**src/rtl/sum_result_fifo.sv**
```systemverilog
// Result FIFO that buffers sums from an upstream adder. The adder has no
// backpressure, so an input that arrives while the FIFO is full and nothing
// leaves in that cycle is dropped. A dropped input sets a sticky overflow
// flag and bumps a saturating drop counter. The head entry is read
// combinationally from registered storage.
module sum_result_fifo #(
  parameter int W     = 20,
  parameter int DEPTH = 4
) (
  input  logic                     clk,
  input  logic                     rst_n,
  input  logic                     in_valid,
  input  logic [W-1:0]             in_data,
  output logic                     out_valid,
  input  logic                     out_ready,
  output logic [W-1:0]             out_data,
  output logic [$clog2(DEPTH):0]   count,
  output logic                     overflow,
  output logic [7:0]               drop_cnt,
  input  logic                     clr_ovf
);

  localparam int AW = $clog2(DEPTH);
  localparam int CW = AW + 1;

  logic [AW-1:0] rd_ptr_reg;
  logic [AW-1:0] wr_ptr_reg;
  logic [CW-1:0] count_reg;
  logic          overflow_reg;
  logic [7:0]    drop_cnt_reg;

  logic [W-1:0]  mem [DEPTH];

  logic full;
  logic pop;
  logic push;
  logic drop;

  // A full FIFO still accepts an input when the head leaves in the same
  // cycle: the new entry takes the slot being freed.
  assign full = (count_reg == CW'(DEPTH));
  assign pop  = out_valid && out_ready;
  assign push = in_valid && (!full || pop);
  assign drop = in_valid && full && !pop;

  // Each storage entry is its own register so the whole array can be
  // cleared by reset and read combinationally at the head pointer.
  genvar gi;
  generate
    for (gi = 0; gi < DEPTH; gi++) begin : gen_mem
      logic         wr_en;
      logic [W-1:0] entry_reg;

      assign wr_en = push && (wr_ptr_reg == AW'(gi));

      // Capture the incoming sum when this slot is the write target.
      always_ff @(posedge clk or negedge rst_n) begin
        if (!rst_n) begin
          entry_reg <= '0;
        end else if (wr_en) begin
          entry_reg <= in_data;
        end
      end

      assign mem[gi] = entry_reg;
    end
  endgenerate

  // Pointers wrap naturally because DEPTH is a power of two.
  always_ff @(posedge clk or negedge rst_n) begin
    if (!rst_n) begin
      wr_ptr_reg <= '0;
      rd_ptr_reg <= '0;
    end else begin
      if (push) begin
        wr_ptr_reg <= wr_ptr_reg + 1'b1;
      end
      if (pop) begin
        rd_ptr_reg <= rd_ptr_reg + 1'b1;
      end
    end
  end

  // Occupancy: up on push only, down on pop only, held when both happen.
  always_ff @(posedge clk or negedge rst_n) begin
    if (!rst_n) begin
      count_reg <= '0;
    end else begin
      case ({push, pop})
        2'b10:   count_reg <= count_reg + 1'b1;
        2'b01:   count_reg <= count_reg - 1'b1;
        default: count_reg <= count_reg;
      endcase
    end
  end

  // Drop bookkeeping; a drop in the same cycle as a clear wins, leaving
  // the flag set and the counter at one.
  always_ff @(posedge clk or negedge rst_n) begin
    if (!rst_n) begin
      overflow_reg <= 1'b0;
      drop_cnt_reg <= 8'd0;
    end else if (drop) begin
      overflow_reg <= 1'b1;
      if (clr_ovf) begin
        drop_cnt_reg <= 8'd1;
      end else if (drop_cnt_reg != 8'hFF) begin
        drop_cnt_reg <= drop_cnt_reg + 8'd1;
      end
    end else if (clr_ovf) begin
      overflow_reg <= 1'b0;
      drop_cnt_reg <= 8'd0;
    end
  end

  assign out_valid = (count_reg != '0);
  assign out_data  = mem[rd_ptr_reg];
  assign count     = count_reg;
  assign overflow  = overflow_reg;
  assign drop_cnt  = drop_cnt_reg;

endmodule

```
**config.mk**
```make
export PLATFORM = sky130hd
export DESIGN_NAME = sum_result_fifo
export DESIGN_NICKNAME = d
export VERILOG_FILES = /design/src/rtl/sum_result_fifo.sv
export SDC_FILE = /design/constraint.sdc
export NUM_CORES = 1
export LEC_CHECK = 0
export CAP_MARGIN = 10
export CORE_MARGIN = 2
export CORE_UTILIZATION = 46
export CTS_CLUSTER_DIAMETER = 40
export DETAILED_ROUTE_END_ITERATION = 10
export GPL_TIMING_DRIVEN = 0
export PLACE_DENSITY = 0.72
export SLEW_MARGIN = 30
export SYNTH_ARGS = -nofsm -noshare
export SYNTH_HDL_FRONTEND = slang
export SYNTH_SLANG_ARGS = --single-unit
```
**constraint.sdc**
```tcl
create_clock -name clk -period 4.1 [get_ports clk]
set_input_delay 1.23 -clock clk [delete_from_list [all_inputs] [get_ports clk]]
set_output_delay 1.23 -clock clk [all_outputs]
set_load 0.05 [all_outputs]
```
==> Yosys cells after proc, flatten, opt, wreduce, memory -nomap -nowiden <==
Cells that the tools add are included.
{ "op_classes": {"div_mod_pow": 0, "muxes": 10, "reduce_logical": 17, "eq_ne": 7, "bitwise_logic": 1, "addsub": 5, "multipliers": 0, "n_shift": 0, "magnitude_cmp": 1} }
{ "op_table": {"columns": ["op", "count"], "rows": [
  ["20-bit binary-select mux with 2-bit select", 1],
  ["20-bit two-way mux", 2],
  ["8-bit two-way mux", 4],
  ["8-bit by 1-bit adder with 8-bit output (second input constant)", 1],
  ["1-bit logical AND", 8],
  ["8-bit inequality test (second input constant)", 1],
  ["2-bit equality test (second input constant)", 3],
  ["3-bit one-hot mux with 2 select lines", 1],
  ["2-bit nonzero test", 3],
  ["2-bit by 1-bit adder with 2-bit output (second input constant)", 2],
  ["2-bit by 1-bit equality test with 1-bit output (second input constant)", 2],
  ["3-bit by 1-bit adder with 3-bit output (second input constant)", 1],
  ["3-bit equality test (second input constant)", 1],
  ["3-bit >= comparator (second input constant)", 1],
  ["2-bit NOT with 3-bit output", 1],
  ["3-bit nonzero test", 1],
  ["3-bit by 1-bit subtractor with 3-bit output (second input constant)", 1],
  ["1-bit logical NOT", 2],
  ["2-bit logical NOT", 1],
  ["1-bit two-way mux", 2],
  ["2-bit AND reduction", 1],
  ["1-bit logical OR", 1]
]} }
{ "totals": {"mem_bits_rw": 0, "memories": 0, "romBits": 0, "reg_bits": 96, "wordCells": 50, "out_inout_bits": 33, "latchBits": 0} }

==> Longest topological paths before layout <==
{ "depth": {"word_depth": 6, "ltp_mapped": 10} }

==> Worst setup path before layout <==
Ideal clock, no wire load.
{ "synth_timing": {"path_kind": "input to register", "startpoint": "in out_ready", "endpoint": "reg count_reg[2] (netlist: count[2])", "required_time_ns": 4.018, "setup_time_ns": 0.082, "t_arrival_ns": 2.863, "stages": 10, "n_path_buf": 1, "slack_ns": 1.155, "cell_sequence": "nor4b_4 > nor2b_2 > buf_6 > inv_1 > ha_1 > inv_1 > fa_1 > xor2_1 > nor2_1 > xor2_1"} }
{ "synth_between": {"elab_chain_cells": 5, "word_cells_on_any_way": 7, "cone_classes": "eq/ne (2); mux (1); reduce/logical (4)"} }
{ "synth_rtl": {"columns": ["element", "line", "rtl"], "rows": [
  ["start, declared", "15", "input logic out_ready,"],
  ["1-bit logical AND (*)", "42", "assign pop = out_valid && out_ready;"],
  ["1-bit logical OR", "43", "assign push = in_valid && (!full || pop);"],
  ["1-bit logical AND", "43", null],
  ["2-bit by 1-bit equality test with 1-bit output or 2-bit equality test (tied branches)", "89", "case ({push, pop})"],
  ["3-bit one-hot mux with 2 select lines or 2-bit nonzero test (tied branches)", null, null],
  ["end signal, assigned", "90", "2'b10: count_reg <= count_reg + 1'b1;"],
  ["end signal, assigned", "91", "2'b01: count_reg <= count_reg - 1'b1;"],
  ["end signal, assigned", "92", "default: count_reg <= count_reg;"],
  ["end, declared", "28", "logic [CW-1:0] count_reg;"]
]} }
Every way passes the cells marked *; elsewhere a longest branch is shown, timed or not.
A chain may end at the register's enable or synchronous reset.

==> Worst setup path after layout <==
{ "layout_timing": {"startpoint": "reg rd_ptr_reg[0]", "endpoint": "out out_data[2]"} }
{ "layout_between": {"elab_chain_cells": 4} }
{ "layout_rtl": {"columns": ["element", "line", "rtl"], "rows": [
  ["start, declared", "26", "logic [AW-1:0] rd_ptr_reg;"],
  ["start signal, assigned", "79", "rd_ptr_reg <= rd_ptr_reg + 1'b1;"],
  ["2-bit NOT with 3-bit output (implied by the code)", "117", "assign out_data = mem[rd_ptr_reg];"],
  ["20-bit binary-select mux with 2-bit select", "117", null],
  ["20-bit two-way mux (implied by the code) (2 in a row)", "117", null],
  ["end, declared", "16", "output logic [W-1:0] out_data,"]
]} }
Every way passes these cells. The select of a mux whose other input is x is not followed.

==> flow_metrics.tcl <==
set metrics [dict create \
    fp.dieH_um 106 \
    cts_resized 0 \
    wire_per_inst_um 18.0 \
    fillCellCount 826 \
    avgSynthCellArea_um2 17.2 \
    clock_latency_ns 0.36 \
    crit_chain "buf_2 -> mux4_2 -> clkdlybuf4s50_1" \
    synth_cell_type_count 33 \
    synth_top_cell_by_area "dfrtp_1" \
    start_util 0.469 \
    min_from "overflow$_DFFE_PN0P_" \
    ant_nets 0 \
    dp_worst_setup_slack_ns 0.501 \
    grt_start_max_net_pins 59 \
    pwr_density_cell_nw_per_um2 918 \
    die_w_um 106 \
    timing.fmax_mhz 270 \
    met3_usage 0.0386 \
    grt.busiest_layer "met2" \
    synthTopCellsByArea "dfrtp_1 50%, mux2_4 25%, mux4_2 9.4%, buf_12 3.3%, nand2_8 1.7%" \
    cts_tree "done" \
    clk_pin_slew_ns 0.09 \
    final_util 0.561 \
    setup_violations 0 \
    max_stage_delay_ns 0.72 \
    vdd_drop_max_v 0.000445 \
    drc 0 \
    power_mw 5.26 \
    drv_slew 0 \
    grt_pass1_vias 2872 \
    dp.cells 472 \
    p_leak_nw 2.65 \
    n_antenna_cell 0 \
    fp.coreArea_um2 10200 \
    ys_warn_count 0 \
    r2r_end "count[2]$_DFFE_PN0P_" \
    fin_crit_sh 0.905 \
    max_slew_margin 0.515 \
    clock-sinks 96 \
    hp-class "flip-flop to flip-flop" \
    hold_viol_final 0 \
    maxCapViolCount 0 \
    rrSetupSlack_ns 1.73 \
    htreeDepth 3 \
    pin_count 58 \
    async_reset_ff_frac 1.00 \
    fin_cells 488 \
    grtUsageMet1 0.233 \
    dpl_cell_area_um2 5550 \
    synth-seq-area-share 0.501 \
    status "complete, no violations" \
    gr-total-overflow 0 \
    clockBufferDepth 2 \
    worstPathMaxFanout 10 \
    synth_cells 279 \
    holdBufCountCts 0 \
    use_met2 0.270 \
    min_to "overflow$_DFFE_PN0P_" \
    drt-pass1-iter-count 4 \
    layout-drive-gt1-share 0.386 \
    totalWireLength_mm 8.78 \
    synth_top_area_frac 0.501 \
    cts-root-buf "clkbuf_8" \
    critPathRequiredTime_ns 2.87 \
    synth_area_um2 4790 \
    ys_top_cells_by_count "96 x dfrtp_1, 80 x mux2_4, 20 x mux4_2" \
    cp_slowest_cell "clkdlybuf4s50_1" \
    port_buffers 56 \
    vias_per_cell 5.28 \
    synth_edf_count 0 \
    vias 2578 \
    r2r-start "count[1]$_DFFE_PN0P_" \
    yosysMostFrequentCell "dfrtp_1" \
    dp_hpwl_mm 5.66 \
    dieArea_um2 11300 \
    ys.flop_type "dfrtp_1" \
    drt_iter0_markers 101 \
    worst_slack_ns 0.390 \
    reg2reg_depth 10 \
    cts_made_buffers 9 \
    grt_usage 0.171 \
    layout.nets 379 \
    synthToLayoutAreaGrowth_pct 19.6 \
    rsz0062_at_grt "no" \
    grt_first_pass_wirelength_mm 14.9 \
    clock_skew_ns 0.0128 \
    period_needed_ns 3.71 \
    crit_path_start_kind "flip-flop" \
    ys_seq_elements 96 \
    worstMarginPinSlew_ns 0.727 \
    rows 37 \
    cts_setup_buffers 0 \
    cp.arrival_ns 2.48 \
    design_area_um2 5740 \
    critical_path.endpoint_type "output pin" \
    holdPathStages 1 \
    syn-num-nets 311 \
    path_class "flip-flop to output pin" \
    antenna_found_initial 0 \
    globalplace.congestion 0.787 \
    largest_reg_flops 80 \
]
==> per-layer routing <==
layer  vias to the layer above  share of wire
met4                         0          0.014
met5                         -              0
met3                        13          0.042
li1                       1155              -
met1                      1359           0.47
met2                        51           0.48
==> cell families (layout without fill, tap and decap cells) <==
kind of cell | after synthesis | in the layout | synth area share
mux | 102 | 102 | 0.349
xor+xnor | 6 | 6 | 0.0110
fa+ha+maj | 7 | 7 | 0.0198
compound gates | 14 | 14 | 0.0209
flops | 96 | 96 | 0.501
buf+inv | 21 | 94 | 0.0457
simple gates | 33 | 33 | 0.0530
==> worst max-delay path, delay by kind of cell, from the launching register on <==
| family | cells | cell delay [ns] |
|---|---|---|
| DFF | 1 | 0.44 |
| muxes | 1 | 0.58 |
| buffers and inverters | 2 | 1.11 |
==> cells in the final DEF, fill, tap and decap left out, types with 2 or more instances in the layout <==
| cell type | count |
|---|---|
| mux2i_1 | 2 |
| mux2_4 | 80 |
| nand2_8 | 4 |
| a21oi_1 | 6 |
| xor2_1 | 3 |
| and2_1 | 2 |
| buf_12 | 8 |
| buf_2 | 2 |
| o211ai_1 | 2 |
| nor3_1 | 3 |
| nand3_1 | 4 |
| buf_6 | 2 |
| mux4_2 | 20 |
| clkinvlp_4 | 3 |
| or3_1 | 3 |
| inv_1 | 7 |
| ha_1 | 6 |
| xnor2_1 | 3 |
| clkbuf_8 | 10 |
| o21ai_0 | 3 |
| clkdlybuf4s50_1 | 55 |
| nand2_1 | 5 |
| dfrtp_1 | 96 |
| nor2_1 | 5 |
| clkbuf_1 | 4 |
==> per-stage QoR <==
step	setup TNS, ns	hold slack [ns]
after floorplan	0	0.476
after global placement	-167.81	0.472
after detailed placement	0	0.488
after CTS	0	0.511
after global routing	0	0.515
final	0	0.500
==> final cells by class <==
cell class | instances | area [um2] | area share
sequential | 96 | 2400 | 0.419
multi-input combinational | 162 | 2170 | 0.379
timing repair buffer | 57 | 589 | 0.103
buffer | 14 | 193 | 0.0336
tap | 136 | 170 | 0.0297
clock buffer | 11 | 141 | 0.0247
clock inverter | 5 | 40.0 | 0.00698
inverter | 7 | 26.3 | 0.00458
==> worst max-delay path by stage <==
stage,start,end,slack (ns)
final,rd_ptr_reg[0]$_DFFE_PN0P_,out_data[2],0.39
after global placement,rst_n,gen_mem[0].entry_reg[0]$_DFFE_PN0P_,-1.75
after global routing,rd_ptr_reg[0]$_DFFE_PN0P_,out_data[17],0.26
after detailed placement,out_ready,count[2]$_DFFE_PN0P_,0.50
after floorplan,out_ready,count[2]$_DFFE_PN0P_,1.15
after CTS,rd_ptr_reg[0]$_DFFE_PN0P_,out_data[17],0.33
==> power by group <==
part           internal, mW  leakage, nW  switching [mW]
clock network         0.241       0.0822           0.341
logic                  1.54         1.42            1.49
registers              1.40         1.16           0.261
Power figures use the tool's default switching activity.
